==> src/rtl/memport_pkg.sv <==
// Shared types for the memport dual-bank byte memory port.
// MEMPORT_WRAPERR_EN (optional) turns a word access at 0xFFFF into an error response.
package memport_pkg;

  localparam int BANK_ROW_BITS = 15;
  localparam int ADDR_BITS     = 16;
  localparam int DATA_BITS     = 16;

  typedef enum logic [1:0] {
    ST_IDLE = 2'd0,
    ST_RESP = 2'd1,
    ST_HOLD = 2'd2
  } state_e;

  // Which bank(s) an access touches and in which byte order.
  typedef enum logic [1:0] {
    LANE_BYTE_EVEN = 2'd0,
    LANE_BYTE_ODD  = 2'd1,
    LANE_WORD_EVEN = 2'd2,
    LANE_WORD_ODD  = 2'd3
  } lane_sel_e;

  typedef logic [BANK_ROW_BITS-1:0] row_t;

  function automatic lane_sel_e lane_of(input logic word, input logic a0);
    lane_sel_e lane;
    case ({word, a0})
      2'b00:   lane = LANE_BYTE_EVEN;
      2'b01:   lane = LANE_BYTE_ODD;
      2'b10:   lane = LANE_WORD_EVEN;
      default: lane = LANE_WORD_ODD;
    endcase
    return lane;
  endfunction

endpackage

==> src/rtl/memport_steer.sv <==
// Combinational byte-lane steering between a 16-bit big-endian request and the
// even/odd byte banks, for both the write path and the read-return path.
module memport_steer
  import memport_pkg::*;
(
  input  lane_sel_e   wr_lane,
  input  row_t        row,
  input  logic [15:0] wdata,
  output row_t        row_even,
  output row_t        row_odd,
  output logic [7:0]  data_even,
  output logic [7:0]  data_odd,
  output logic        touch_even,
  output logic        touch_odd,
  input  lane_sel_e   rd_lane,
  input  logic [7:0]  rd_even,
  input  logic [7:0]  rd_odd,
  output logic [15:0] rd_word
);

  always_comb begin
    row_even   = '0;
    row_odd    = '0;
    data_even  = '0;
    data_odd   = '0;
    touch_even = 1'b0;
    touch_odd  = 1'b0;
    case (wr_lane)
      LANE_BYTE_EVEN: begin
        touch_even = 1'b1;
        row_even   = row;
        data_even  = wdata[7:0];
      end
      LANE_BYTE_ODD: begin
        touch_odd = 1'b1;
        row_odd   = row;
        data_odd  = wdata[7:0];
      end
      LANE_WORD_EVEN: begin
        touch_even = 1'b1;
        touch_odd  = 1'b1;
        row_even   = row;
        row_odd    = row;
        data_even  = wdata[15:8];
        data_odd   = wdata[7:0];
      end
      default: begin
        // Odd word: low byte lives in the next even row, wrapping at 15 bits.
        touch_even = 1'b1;
        touch_odd  = 1'b1;
        row_odd    = row;
        row_even   = row + 1'b1;
        data_odd   = wdata[15:8];
        data_even  = wdata[7:0];
      end
    endcase
  end

  always_comb begin
    rd_word = '0;
    case (rd_lane)
      LANE_BYTE_EVEN: rd_word = {8'h00, rd_even};
      LANE_BYTE_ODD:  rd_word = {8'h00, rd_odd};
      LANE_WORD_EVEN: rd_word = {rd_even, rd_odd};
      default:        rd_word = {rd_odd, rd_even};
    endcase
  end

endmodule

==> src/rtl/memport.sv <==
// 16-bit request/response port onto two byte-wide banks with one-cycle read latency.
// MEMPORT_WRAPERR_EN adds resp_err and rejects word accesses at 0xFFFF.
module memport
  import memport_pkg::*;
(
  input  logic        clk,
  input  logic        reset,
  input  logic        req_valid,
  output logic        req_ready,
  input  logic        req_write,
  input  logic        req_word,
  input  logic [15:0] req_addr,
  input  logic [15:0] req_wdata,
  output logic        resp_valid,
  input  logic        resp_ready,
  output logic [15:0] resp_rdata,
`ifdef MEMPORT_WRAPERR_EN
  output logic        resp_err,
`endif
  output logic [14:0] dread_addr_even,
  output logic [14:0] dread_addr_odd,
  input  logic [7:0]  dread_data_even,
  input  logic [7:0]  dread_data_odd,
  output logic [14:0] dwrite_addr_even,
  output logic [14:0] dwrite_addr_odd,
  output logic [7:0]  dwrite_data_even,
  output logic [7:0]  dwrite_data_odd,
  output logic        dwrite_en_even,
  output logic        dwrite_en_odd
);

  // Handshake: a request transfers on req_valid && req_ready at a rising edge,
  // a response on resp_valid && resp_ready; response fields are frozen while
  // resp_valid && !resp_ready.

  state_e      state_q, state_d;
  lane_sel_e   lane_q, lane_d;
  logic        write_q, write_d;
  logic [15:0] hold_q, hold_d;

  logic        accept;
  logic        issue;
  logic        wrap_err;
  lane_sel_e   req_lane;
  row_t        row_even, row_odd;
  logic [7:0]  data_even, data_odd;
  logic        touch_even, touch_odd;
  logic [15:0] steer_rdata;
  logic [15:0] resp_data;

`ifdef MEMPORT_WRAPERR_EN
  logic err_q, err_d;
  logic hold_err_q, hold_err_d;
  assign wrap_err = req_word && (req_addr == 16'hFFFF);
`else
  assign wrap_err = 1'b0;
`endif

  assign accept   = req_valid && req_ready;
  assign issue    = accept && !wrap_err;
  assign req_lane = lane_of(req_word, req_addr[0]);

  memport_steer u_steer (
    .wr_lane    (req_lane),
    .row        (req_addr[15:1]),
    .wdata      (req_wdata),
    .row_even   (row_even),
    .row_odd    (row_odd),
    .data_even  (data_even),
    .data_odd   (data_odd),
    .touch_even (touch_even),
    .touch_odd  (touch_odd),
    .rd_lane    (lane_q),
    .rd_even    (dread_data_even),
    .rd_odd     (dread_data_odd),
    .rd_word    (steer_rdata)
  );

  always_comb begin
    dwrite_en_even   = 1'b0;
    dwrite_en_odd    = 1'b0;
    dwrite_addr_even = '0;
    dwrite_addr_odd  = '0;
    dwrite_data_even = '0;
    dwrite_data_odd  = '0;
    dread_addr_even  = '0;
    dread_addr_odd   = '0;
    if (issue && req_write) begin
      dwrite_en_even   = touch_even;
      dwrite_en_odd    = touch_odd;
      dwrite_addr_even = touch_even ? row_even : '0;
      dwrite_addr_odd  = touch_odd ? row_odd : '0;
      dwrite_data_even = touch_even ? data_even : '0;
      dwrite_data_odd  = touch_odd ? data_odd : '0;
    end
    if (issue && !req_write) begin
      dread_addr_even = touch_even ? row_even : '0;
      dread_addr_odd  = touch_odd ? row_odd : '0;
    end
  end

  // FSM: state register
  always_ff @(posedge clk) begin
    if (!reset) begin
      state_q <= ST_IDLE;
      lane_q  <= LANE_BYTE_EVEN;
      write_q <= 1'b0;
      hold_q  <= '0;
`ifdef MEMPORT_WRAPERR_EN
      err_q      <= 1'b0;
      hold_err_q <= 1'b0;
`endif
    end else begin
      state_q <= state_d;
      lane_q  <= lane_d;
      write_q <= write_d;
      hold_q  <= hold_d;
`ifdef MEMPORT_WRAPERR_EN
      err_q      <= err_d;
      hold_err_q <= hold_err_d;
`endif
    end
  end

  // FSM: next state
  always_comb begin
    state_d = state_q;
    case (state_q)
      ST_IDLE: if (accept) state_d = ST_RESP;
      ST_RESP: begin
        if (!resp_ready)  state_d = ST_HOLD;
        else if (!accept) state_d = ST_IDLE;
      end
      ST_HOLD: if (resp_ready) state_d = ST_IDLE;
      default: state_d = ST_IDLE;
    endcase
  end

  // Per-request context captured on accept; the hold register snapshots a stalled response.
  always_comb begin
    lane_d  = accept ? req_lane : lane_q;
    write_d = accept ? req_write : write_q;
`ifdef MEMPORT_WRAPERR_EN
    err_d      = accept ? wrap_err : err_q;
    resp_data  = (write_q || err_q) ? 16'h0000 : steer_rdata;
    hold_err_d = (state_q == ST_RESP && !resp_ready) ? err_q : hold_err_q;
`else
    resp_data  = write_q ? 16'h0000 : steer_rdata;
`endif
    hold_d = (state_q == ST_RESP && !resp_ready) ? resp_data : hold_q;
  end

  // FSM: outputs
  always_comb begin
    req_ready  = 1'b0;
    resp_valid = 1'b0;
    resp_rdata = '0;
`ifdef MEMPORT_WRAPERR_EN
    resp_err   = 1'b0;
`endif
    if (reset) begin
      case (state_q)
        ST_IDLE: req_ready = 1'b1;
        ST_RESP: begin
          req_ready  = resp_ready;
          resp_valid = 1'b1;
          resp_rdata = resp_data;
`ifdef MEMPORT_WRAPERR_EN
          resp_err   = err_q;
`endif
        end
        ST_HOLD: begin
          resp_valid = 1'b1;
          resp_rdata = hold_q;
`ifdef MEMPORT_WRAPERR_EN
          resp_err   = hold_err_q;
`endif
        end
        default: req_ready = 1'b0;
      endcase
    end
  end

endmodule
==> config.mk <==
export PLATFORM = sky130hd
export DESIGN_NAME = memport
export DESIGN_NICKNAME = d
export VERILOG_FILES = /design/src/rtl/memport_pkg.sv /design/src/rtl/memport_steer.sv /design/src/rtl/memport.sv
export SDC_FILE = /design/constraint.sdc
export NUM_CORES = 1
export LEC_CHECK = 0
export BUFFER_PORTS_ARGS = -buffer_cell sky130_fd_sc_hd__buf_4
export CAP_MARGIN = 5
export CORE_ASPECT_RATIO = 1.75
export CORE_MARGIN = 5
export CORE_UTILIZATION = 46
export DETAILED_ROUTE_END_ITERATION = 8
export MAX_ROUTING_LAYER = met4
export PLACE_DENSITY = 0.87
export SLEW_MARGIN = 20
export SYNTH_ARGS = -nofsm -noshare
export SYNTH_HDL_FRONTEND = slang
export SYNTH_HIERARCHICAL = 1
export SYNTH_SLANG_ARGS = --single-unit
==> constraint.sdc <==
create_clock -name clk -period 2.4 [get_ports clk]
set_clock_uncertainty 0.05 [all_clocks]
set_input_delay 0.24 -clock clk [delete_from_list [all_inputs] [get_ports clk]]
set_output_delay 0.24 -clock clk [all_outputs]
set_load 0.02 [all_outputs]
==> out/results.ini <==
[drt]
drcViolationCount = 0
vias_per_cell = 5.39
wire_per_inst_um = 14.7
drt-total-wl_um = 9570
ant_nets = 0
vias = 3516
drt_iter0_drc = 214
dr.pass1.iters = 4

[placed_design]
gp_congestion = 0.927
dpl.cell_count = 648
io_buffers = 149
hpwlAfterDp_um = 7700

[timing]
max_freq_ghz = 0.449
fin_crit_sh = 0.929
tightest_slew_ps = 698
finalSetupTns_ps = 0
rsz0062_at_grt = no
finalSetupViolations = 0
hold_viol = 0
max_slew_margin = 0.535
finalCriticalPeriod_ps = 2230
maxSlewViolCount = 0

[synthesis]
async_flop_share = 0
synth_top_cell_by_area = dfxtp_1
synthTopCellsByCount = nand2_1 (88), nor2_1 (81), nor2b_1 (38)
yosys_warnings = 6
syn_area_per_cell_um2 = 6.21
synth_fp_nets = 505
netlist_area_um2 = 2750
synth_area_leaders = dfxtp_1 (15%), nand2_1 (12%), nor2_1 (11%), nor2b_1 (8.6%), mux2i_1 (5.1%)
yosys.area.top_type_share = 0.153
yosys_register_bits = 21
synth_cell_types = 45
synth_edf_count = 0
ys_seq_area_frac = 0.153
synthCells = 443
synth_flop_cell = dfxtp_1
synth_most_common_cell = nand2_1

[worst_setup_path]
cp.required_ps = 2110
endpoint_kind = output pin
cp_cell_sequence = inv_1, ha_1, a21oi_2, or3_4, nor2_1, buf_4
arrival_ps = 1940
crit_buf_inv = 2
crit_path_max_incr_delay_ps = 530
cp-start-kind = register
worstSetupPathType = reg -> out
cp_max_fo = 30
cp_top_family = simple AND/OR/NAND/NOR gates
cp_slowest_cell = or3_4

[clock_tree]
root_buffer = clkbuf_8
cts_buffers = 3
clock_sinks = 21
cts_tree = built
clk_pin_slew_ps = 80
clockBufferDepth = 2
htreeDepth = 1
clock_latency_ps = 270

[floorplan]
fp.coreArea_um2 = 5830
dieArea_um2 = 7690
initial_core_util = 0.472
die_w_um = 68.5
io_pins = 150
fp-row-count = 37
chipHeight_um = 112

[power]
power_leakage_uw = 0.00182
irDropWorstVdd_v = 0.000185
power_density_nw_per_um2 = 310
power.total_uw = 1230

[run_status]
status = finished, final reports clean

[finish]
antennaDiodeCount = 0
drive_gt1_frac = 0.315
syn_to_final_growth_pct = 43.7
finalNetCount = 637
stdcell_count = 652

[global_routing]
grt_pass1_wl_um = 15300
grt.total_usage = 0.250
antenna_found_initial = 0
grt_pass1_vias = 3482
grt_max_degree = 31
grt_overflow_total = 0

[run]
maxCapViolCount = 0

[min_path]
hold_path.class = in -> reg

[kinds of logic after synthesis]
family / share of synthesized area
AO/OA/AOI/OAI: 0.167
buffers and inverters: 0.0855
adder cells (fa/ha/maj): 0.0364
XOR/XNOR: 0.0196
AND/OR/NAND/NOR: 0.455
flip-flops: 0.153
multiplexers: 0.0837
[final timing paths]
path,from,endpoint,slack (ps),cells after the start
hold / removal,req_word,lane_q[1]$_SDFFE_PN0N_,200,3
setup reg to reg,state_q[1]$_SDFFE_PN0P_,hold_q[1]$_SDFFE_PN0P_,620,6
hold reg to reg,hold_q[5]$_SDFFE_PN0P_,hold_q[5]$_SDFFE_PN0P_,410,2
setup / recovery,state_q[1]$_SDFFE_PN0P_,dread_addr_even[0],170,6
[cell usage in the layout, fill, tap and decap left out, drive strengths merged, types with 4 or more instances in the layout]
cell	n
nand4	4
inv	18
mux2	8
and2	17
nor2	81
nand3b	4
nor2b	38
nand3	14
a22oi	16
dfxtp	21
ha	8
buf	160
nand2	88
o21ai	20
nor4	4
mux2i	14
and3	4
a21oi	18
[state kept, by name, indices dropped and copies added, names as in the netlist]
signal and flops:
lane_q 2, state_q 2, hold_q 16, write_q 1
[power breakdown]
| part | switching [uW] | leakage, uW | total [uW] | internal, uW |
|---|---|---|---|---|
| combinational | 344 | 0.00162 | 604 | 260 |
| clock | 120 | 0.0000255 | 236 | 116 |
| sequential | 19.9 | 0.000171 | 386 | 366 |
[worst min-delay path, delay by kind of cell]
kind	cells	cell delay (ps)
buf+inv	1	110
compound gates	1	70
simple gates	1	60
[repair_timing]
item,in CTS,in global routing
gates resized for setup,0,3
endpoints found under the setup margin,0,3
hold endpoints to repair,0,0
setup buffers,0,0
hold buffers,0,0
[metal layers]
| metal | wire length, um | share of wire | global-route usage | vias to the layer above |
|---|---|---|---|---|
| met1 | 3560 | 0.37 | 0.271 | 1617 |
| met3 | 732 | 0.076 | 0.0310 | 14 |
| met4 | 135 | 0.014 | 0.0558 | 0 |
| met5 | 0 | 0 | - | - |
| met2 | 5140 | 0.54 | 0.461 | 159 |
| li1 | - | - | - | 1726 |
[final cells by class]
class	count	area [um2]
multi-input cells	370	2100
fillers	519	1880
repair buffers	160	1210
flip-flops and latches	21	423
well taps	78	97.6
inverters	19	71.3
clock buffers	3	41.3
clock inverters	1	5.00
[metrics by stage]
step	util	area, um2	worst slack, ps	hold slack, ps
floorplan	-	2750	205	320
global placement	0.668	3900	317	389
detailed placement	0.668	3900	220	399
CTS	0.676	3950	115	196
global route	0.678	3950	35.0	225
finish	0.678	3950	171	199
No activity file was read; power rests on OpenSTA's default activity.
